===== config.mk =====
export PLATFORM = sky130hd
export DESIGN_NAME = muldiv_hilo
export DESIGN_NICKNAME = d
export VERILOG_FILES = /design/src/rtl/muldiv_hilo.sv
export SDC_FILE = /design/constraint.sdc
export NUM_CORES = 1
export LEC_CHECK = 0
export CORE_MARGIN = 3
export CORE_UTILIZATION = 35
export CTS_CLUSTER_SIZE = 8
export DETAILED_ROUTE_END_ITERATION = 8
export PLACE_DENSITY_LB_ADDON = 0.1
export RECOVER_POWER = 50
export SETUP_SLACK_MARGIN = 0.15
export SLEW_MARGIN = 20
export SYNTH_ARGS = -nofsm -noshare
export SYNTH_HDL_FRONTEND = slang
export SYNTH_SLANG_ARGS = --single-unit

===== constraint.sdc =====
create_clock -name clk -period 6.7 [get_ports clk]
set_input_delay 1.005 -clock clk [delete_from_list [all_inputs] [get_ports clk]]
set_output_delay 1.005 -clock clk [all_outputs]
set_load 0.02 [all_outputs]

===== src/rtl/muldiv_hilo.sv =====
// muldiv_hilo: iterative 32-bit multiply/divide unit owning the HI/LO pair.
// Every operation takes exactly 33 clocks from accept to HI/LO update.
//
//   state | meaning
//   IDLE  | waiting; accepts start or direct HI/LO writes
//   CALC  | 32 shift-add / shift-subtract iterations on unsigned magnitudes
//   FIX   | sign correction and corner cases, HI/LO written
module muldiv_hilo (
  input  logic        clk,
  input  logic        rst_n,
  input  logic        start,
  input  logic [1:0]  op,
  input  logic [31:0] rs_val,
  input  logic [31:0] rt_val,
  input  logic        hi_we,
  input  logic        lo_we,
  input  logic [31:0] wr_val,
  input  logic        flush,
  output logic        busy,
  output logic        done,
  output logic [31:0] hi,
  output logic [31:0] lo
);

  typedef enum logic [1:0] {IDLE, CALC, FIX} state_t;

  state_t      state, state_nxt;
  logic [1:0]  op_q;
  logic [31:0] mag_a, mag_b;
  logic        sign_a, sign_b;
  logic [63:0] acc;
  logic [4:0]  cnt;

  logic        neg_a_in, neg_b_in;
  logic [32:0] mul_sum, div_shift, div_diff;
  logic [31:0] div_rem;
  logic        div_qbit;
  logic        res_neg;
  logic [63:0] prod;
  logic [31:0] fix_hi, fix_lo;

  assign busy     = (state != IDLE);
  // Only signed ops take magnitudes; unsigned ops keep their raw values.
  assign neg_a_in = ~op[0] & rs_val[31];
  assign neg_b_in = ~op[0] & rt_val[31];

  // State register.
  always_ff @(posedge clk or negedge rst_n) begin
    if (!rst_n) state <= IDLE;
    else        state <= state_nxt;
  end

  // Next-state logic.
  always_comb begin
    state_nxt = state;
    case (state)
      IDLE:    if (start) state_nxt = CALC;
      CALC:    if (flush) state_nxt = IDLE;
               else if (cnt == 5'd31) state_nxt = FIX;
      FIX:     state_nxt = IDLE;
      default: state_nxt = IDLE;
    endcase
  end

  // One iteration step: multiply adds into the upper half then shifts right;
  // divide brings in the next dividend bit (MSB first) and tries a subtract.
  always_comb begin
    mul_sum   = {1'b0, acc[63:32]} + (mag_b[cnt] ? {1'b0, mag_a} : 33'd0);
    div_shift = {acc[63:32], mag_a[5'd31 - cnt]};
    div_diff  = div_shift - {1'b0, mag_b};
    div_qbit  = ~div_diff[32];
    div_rem   = div_qbit ? div_diff[31:0] : div_shift[31:0];
  end

  // Final HI/LO values including sign fix-up and divide-by-zero result.
  // The 0x80000000 / -1 case falls out naturally: quotient 2^31 negated wraps.
  always_comb begin
    res_neg = sign_a ^ sign_b;
    prod    = res_neg ? -acc : acc;
    fix_hi  = prod[63:32];
    fix_lo  = prod[31:0];
    if (op_q[1]) begin
      if (mag_b == 32'd0) begin
        fix_lo = 32'hFFFF_FFFF;
        fix_hi = sign_a ? -mag_a : mag_a;
      end else begin
        fix_lo = res_neg ? -acc[31:0] : acc[31:0];
        fix_hi = sign_a ? -acc[63:32] : acc[63:32];
      end
    end
  end

  // Datapath registers, HI/LO and the done pulse.
  always_ff @(posedge clk or negedge rst_n) begin
    if (!rst_n) begin
      op_q   <= 2'd0;
      mag_a  <= 32'd0;
      mag_b  <= 32'd0;
      sign_a <= 1'b0;
      sign_b <= 1'b0;
      acc    <= 64'd0;
      cnt    <= 5'd0;
      hi     <= 32'd0;
      lo     <= 32'd0;
      done   <= 1'b0;
    end else begin
      done <= (state == FIX) && !flush;
      case (state)
        IDLE: begin
          if (start) begin
            op_q   <= op;
            sign_a <= neg_a_in;
            sign_b <= neg_b_in;
            mag_a  <= neg_a_in ? -rs_val : rs_val;
            mag_b  <= neg_b_in ? -rt_val : rt_val;
            acc    <= 64'd0;
            cnt    <= 5'd0;
          end else begin
            if (hi_we) hi <= wr_val;
            if (lo_we) lo <= wr_val;
          end
        end
        CALC: begin
          if (!flush) begin
            cnt <= cnt + 5'd1;
            if (op_q[1]) acc <= {div_rem, acc[30:0], div_qbit};
            else         acc <= {mul_sum, acc[31:1]};
          end
        end
        FIX: begin
          if (!flush) begin
            hi <= fix_hi;
            lo <= fix_lo;
          end
        end
        default: ;
      endcase
    end
  end

endmodule


==> results of run 1 <==
-- cell type report --
type / count / area (sq um) / share of cell area, %
Antenna cell: 1 / 2.50 / 0.0121
Clock buffer: 36 / 793 / 3.82
Clock inverter: 3 / 51.3 / 0.247
Inverter: 67 / 251 / 1.21
Multi-Input combinational cell: 1788 / 11900 / 57.3
Sequential cell: 203 / 5080 / 24.5
Tap cell: 672 / 841 / 4.05
Timing Repair Buffer: 189 / 1830 / 8.81
-- sequential cells by signal (all words and copies together), names as in the netlist, 2 cells and up --
register  count
mag_b        32
acc          64
hi           32
mag_a        32
lo           32
cnt           5
state         2
-- cell families after synthesis --
logic type               after synthesis  synth area share (%)
AND/OR/NAND/NOR                      726                  20.1
adder cells (fa/ha/maj)               73                  5.21
flip-flops                           203                  28.5
buffers and inverters                223                  5.08
multiplexers                          93                  7.25
AO/OA/AOI/OAI                        705                  24.4
XOR/XNOR                             191                  9.53
-- per-layer routing --
layer  up-vias  wire length [microns]
li1       8168                      -
met1      8440                  30200
met2       457                  32200
met3        76                   3040
met4         0                   1430
met5         -                      0
-- cell usage after synthesis (26+ instances only) --
cell type | instances | area (sq um)
nor2b_1 | 40 | 250
dfrtp_1 | 203 | 5080
nand2_1 | 254 | 953
a21oi_1 | 169 | 846
xnor2_1 | 102 | 893
o21ai_0 | 237 | 1190
inv_1 | 67 | 251
o22ai_1 | 33 | 206
nand3_1 | 51 | 255
ha_1 | 71 | 888
mux4_2 | 26 | 586
clkbuf_1 | 112 | 420
xor2_1 | 87 | 762
o31ai_1 | 54 | 405
nor3_1 | 38 | 190
nor2_1 | 161 | 604
mux2i_1 | 62 | 621
-- worst max path at each step --
stage	end	slack, ps	cells after the start	start
after floorplan	acc[50]$_DFFE_PN0P_	1690	18	cnt[0]$_DFFE_PN0P_
after global placement	acc[32]$_DFFE_PN0P_	1120	15	cnt[0]$_DFFE_PN0P_
after detailed placement	acc[32]$_DFFE_PN0P_	1000	15	cnt[0]$_DFFE_PN0P_
after CTS	acc[32]$_DFFE_PN0P_	990	15	cnt[0]$_DFFE_PN0P_
after global routing	acc[32]$_DFFE_PN0P_	790	15	cnt[0]$_DFFE_PN0P_
final	acc[32]$_DFFE_PN0P_	1030	15	cnt[0]$_DFFE_PN0P_
-- metrics by stage --
stage          hold WS, ps  total power, mW  cells
6_report               467             8.15   2959
3_3_place_gp           460             6.66   2919
3_5_place_dp           469             6.69   2919
2_1_floorplan          488             5.25   2214
4_1_cts                350             8.17   2958
5_1_grt                490             8.72   2959
-- worst min-delay path: stages, from the launching register on --
cell	delay, ps
dfrtp_1	330
nand2_1	40
o21ai_0	50
-- power breakdown --
group	switching [mW]	total (mW)	internal, mW
logic	2.69	4.59	1.89
clock network	0.589	1.44	0.852
registers	0.623	2.12	1.50
total	3.91	8.15	4.24
==> flow_summary.ini, run 1 <==
[status]
outcome = complete, but fails checks
violations = max-capacitance violations, max-slew violations

[clock_tree]
cts_tree = yes
cts_sinks = 203
path_clk_slew_ps = 50
root_buffer = clkbuf_16
ctsHtreeMaxLevel = 1
holdBufCountCts = 0
clk-insertion-delay-late_ps = 600
numCtsBuffers = 30
post_cts_buffers = 0
clockBufferDepth = 3
cts_resized = 0

[final_layout]
layout_commonest_cell = nand2_1
drive_above_1_share_pct = 6.12
fin_util_pct = 41.3
fin_nets = 2456
design_area_sq_um = 20800
final_cell_mix = 254 x nand2_1, 237 x o21ai_0, 201 x dfrtp_1
area_growth_syn_to_layout_pct = 16.4
fillCellCount = 5186

[grt]
grtUsageMet3_pct = 2.23
grt_overflow = 0
grtUsageMet1_pct = 33.1
grt_antenna_before_repair = 6
busiest_layer = met2
grt_max_degree = 166
grt_pass1_vias = 16571
grtUsageTotal_pct = 24.1
use_met2_pct = 41.0
grt_pass1_wl_microns = 101000

[timing]
drv_slew = 339
tns_ps = 0
worst_slew_pin_slew_ps = 2490
max_freq_mhz = 176
finalClockSkew_ps = 45.9
slew_headroom_pct = -66.3
hold_viol_final = 0
rsz0062_at_grt = false
setup_violations = 0
setup_slack_ps = 1030
min_period_over_period_pct = 84.6
period_minus_slack_ps = 5670

[routing]
route.vias.total = 17141
wl_per_cell_microns = 22.6
routed_wl_microns = 66900
drcViolationCount = 0
viasPerCell = 5.79
drt_iter0_drc = 1411
dr.pass1.iters = 5
antenna_left = 0

[critical_path]
start_kind = register
arrival_ps = 6130
cp_max_fo = 12
r2r-end = acc[32]$_DFFE_PN0P_
endpoint_kind = register
reg2reg_slack_ps = 1030
slowest_delay_ps = 690
path_cells = mux4_1 > mux4_2 > mux2i_1 > ha_1 > inv_1 > fa_1 > a211oi_2 > o211ai_1 > a21oi_1 > o21ai_2 > a311o_2 > a31oi_4 > xor2_2 > mux2_2 > o221ai_1
cp.required_ps = 7160
critPathTopFamily = multiplexers
worstRegToRegCells = 15
crit_buf_inv = 1
crit_type = register to register
rr_startpoint = cnt[0]$_DFFE_PN0P_
slowest_stage = dfrtp_1

[min_path]
holdPathEnd = lo[13]$_DFFE_PN0P_
worstHoldStart = lo[13]$_DFFE_PN0P_
hp-class = register to register
min_path_cells = 2

[synthesis]
async_reset_ff_share_pct = 100
yosysWarnings = 0
syn_nets = 2391
synth-seq-cells = 203
synth_cell_types = 95
synth-edff-count = 0
netlist_area_sq_um = 17800
synthFlopType = dfrtp_1
avgSynthCellArea_sq_um = 8.05
syn_inst = 2214
ys_seq_area_share_pct = 28.5

[place]
io_buffers = 169
pre_cts_slack_ps = 1000
gp_congestion = 0.927
dpl_cell_area_sq_um = 19900
place.detailed.hpwl_microns = 50900

[job]
cap_violations = 4

[power_and_ir_drop]
p_per_area_nw_per_um2 = 393
p_leak_nw = 8.47
ir_worst_vdd_v = 0.000220

[floorplanning]
dieArea_sq_um = 53700
core_sq_um = 50300
start_util_pct = 35.5
io_pins = 170
die_x_microns = 232
rows = 82
fp.dieH_microns = 232
Note: power is estimated with default switching activity, not from simulation.
==> run 2: changes to the inputs <==
==> constraint.sdc (replaced) <==
create_clock -name clk -period 4.7 [get_ports clk]
set_input_delay 0.705 -clock clk [delete_from_list [all_inputs] [get_ports clk]]
set_output_delay 0.705 -clock clk [all_outputs]
set_load 0.02 [all_outputs]
==> flow_summary.ini, run 2 (synthesis results as in run 1) <==
[timing]
slew_headroom_pct = -141
finalClockSkew_ps = 24.9
min_period_over_period_pct = 102
rsz0062_at_grt = true
setup_slack_ps = -90.7
max_freq_mhz = 209
period_minus_slack_ps = 4790
tns_ps = -648
setup_violations = 17
hold_viol_final = 0
worst_slew_pin_slew_ps = 3610
drv_slew = 93

[routing]
routed_wl_microns = 67800
dr.pass1.iters = 5
viasPerCell = 5.70
route.vias.total = 17666
antenna_left = 0
drcViolationCount = 0
drt_iter0_drc = 1202
wl_per_cell_microns = 21.9

[place]
pre_cts_slack_ps = -210
dpl_cell_area_sq_um = 21000
io_buffers = 169
place.detailed.hpwl_microns = 52400
gp_congestion = 0.959

[final_layout]
largest_register = acc
design_area_sq_um = 22100
fillCellCount = 5058
area_growth_syn_to_layout_pct = 24.2
final_cell_mix = 252 x nand2_1, 231 x o21ai_0, 200 x dfrtp_1
multiInputGateArea_sq_um = 12000
fin_util_pct = 44.1
seq_area_sq_um = 5090
drive_above_1_share_pct = 12.4
fin_nets = 2594
layout_commonest_cell = nand2_1
largest_reg_flops = 64

[critical_path]
arrival_ps = 5210
reg2reg_slack_ps = -90
cp_max_fo = 6
critPathTopFamily = compound AO/OA/AOI/OAI gates
slowest_delay_ps = 480
endpoint_kind = register
start_kind = register
crit_buf_inv = 7
crit_type = register to register
cp.required_ps = 5120
slowest_stage = mux4_2
path_cells = buf_12 > buf_16 > mux4_2 > mux4_2 > mux2i_1 > buf_4 > ha_4 > inv_2 > fa_2 > a211oi_2 > o211ai_1 > a21oi_2 > o21ai_2 > a311o_2 > a31oi_4 > buf_6 > xnor2_4 > buf_12 > buf_16 > mux2i_2 > o21ai_1

[status]
outcome = complete, but fails checks
violations = max-capacitance violations, max-slew violations, negative setup slack

[power_and_ir_drop]
p_leak_nw = 9.24
total_power_mw = 12.9
p_per_area_nw_per_um2 = 581
p_int_mw = 7.01
seqPwrFrac_pct = 21.6
p_sw_share_pct = 45.5
comb_power_share_pct = 62.7
switchingPower_mw = 5.86
ir_worst_vdd_v = 0.000345
clockPowerShare_pct = 15.7

[floorplanning]
rows = 82
core_sq_um = 50300
dieArea_sq_um = 53700
io_pins = 170
start_util_pct = 35.5
fp.dieH_microns = 232
die_x_microns = 232

[grt]
grt_antenna_before_repair = 5
grt_pass1_vias = 17367
grtUsageTotal_pct = 24.6
grt_pass1_wl_microns = 103000
grt_overflow = 0
grt_max_degree = 101

[clock_tree]
cts_tree = yes
ctsHtreeMaxLevel = 1
root_buffer = clkbuf_16
clockBufferDepth = 3
path_clk_slew_ps = 50
clk-insertion-delay-late_ps = 580
numCtsBuffers = 30
cts_sinks = 203

[min_path]
hp-class = register to register

[job]
cap_violations = 2
run 2: cell types whose count changed in the layout (fill, tap and decap cells not counted), sizes merged:
cell,delta
clkdlybuf4s50,+14
clkbuf,-1
clkdlybuf4s25,+1
diode,+3
dlygate4sd3,-14
clkinv,-1
buf,+139
run 2: path summary, 6_finish.rpt:
check	from	to	depth (start not counted)
min	lo[14]$_DFFE_PN0P_	lo[14]$_DFFE_PN0P_	2
min in group asynchronous	rst_n	acc[33]$_DFFE_PN0P_	1
max reg2reg	cnt[0]$_DFFE_PN0P_	acc[41]$_DFFE_PN0P_	21
min reg2reg	lo[14]$_DFFE_PN0P_	lo[14]$_DFFE_PN0P_	2
max in group asynchronous	rst_n	sign_a$_DFFE_PN0P_	1
max	cnt[0]$_DFFE_PN0P_	acc[41]$_DFFE_PN0P_	21
run 2: power groups by stage:
stage	logic [mW]	clock network, mW	registers [mW]
CTS	7.92	2.07	2.78
global placement	7.37	0	2.80
floorplan	4.85	0	2.66
global route	8.79	2.15	2.84
finish	8.06	2.02	2.78
detailed placement	7.43	0	2.80
run 2: area by class of cell:
type	instances	share of cell area (%)
inverters	67	1.14
flip-flops and latches	203	23.0
multi-input cells	1788	54.4
clock buffers	37	3.60
well taps	672	3.80
diodes	4	0.0452
clock inverters	2	0.158
repair buffers	327	13.9
run 2: worst register-to-register path, delay by kind of cell, from the launching register on:
kind	cells	cell delay [ps]
AOI/OAI and AO/OA	7	1380
xor gates and xnor gates	1	190
adders and majority gates	2	490
buffers and inverters	7	880
DFF	1	400
muxes	4	1300
run 2: through the flow:
step,hold WS (ps),std cells
2_1_floorplan,409,2214
4_1_cts,154,3092
5_1_grt,508,3097
3_3_place_gp,461,3045
6_report,478,3100
3_5_place_dp,469,3045
run 2: layer usage:
| layer | wire length [microns] | track usage, % |
|---|---|---|
| met5 | 0 | 0 |
| met4 | 2600 | 8.97 |
| met3 | 3750 | 4.06 |
| met2 | 32400 | 41.0 |
| met1 | 29000 | 32.2 |
run 2: repair_timing:
item                       in CTS  in global routing
hold buffers                    0                  0
setup endpoints to repair      33                 33
pin swaps                       8                 12
gates cloned                    3                  0
gates resized for setup        29                 17
buffers inserted                5                  4
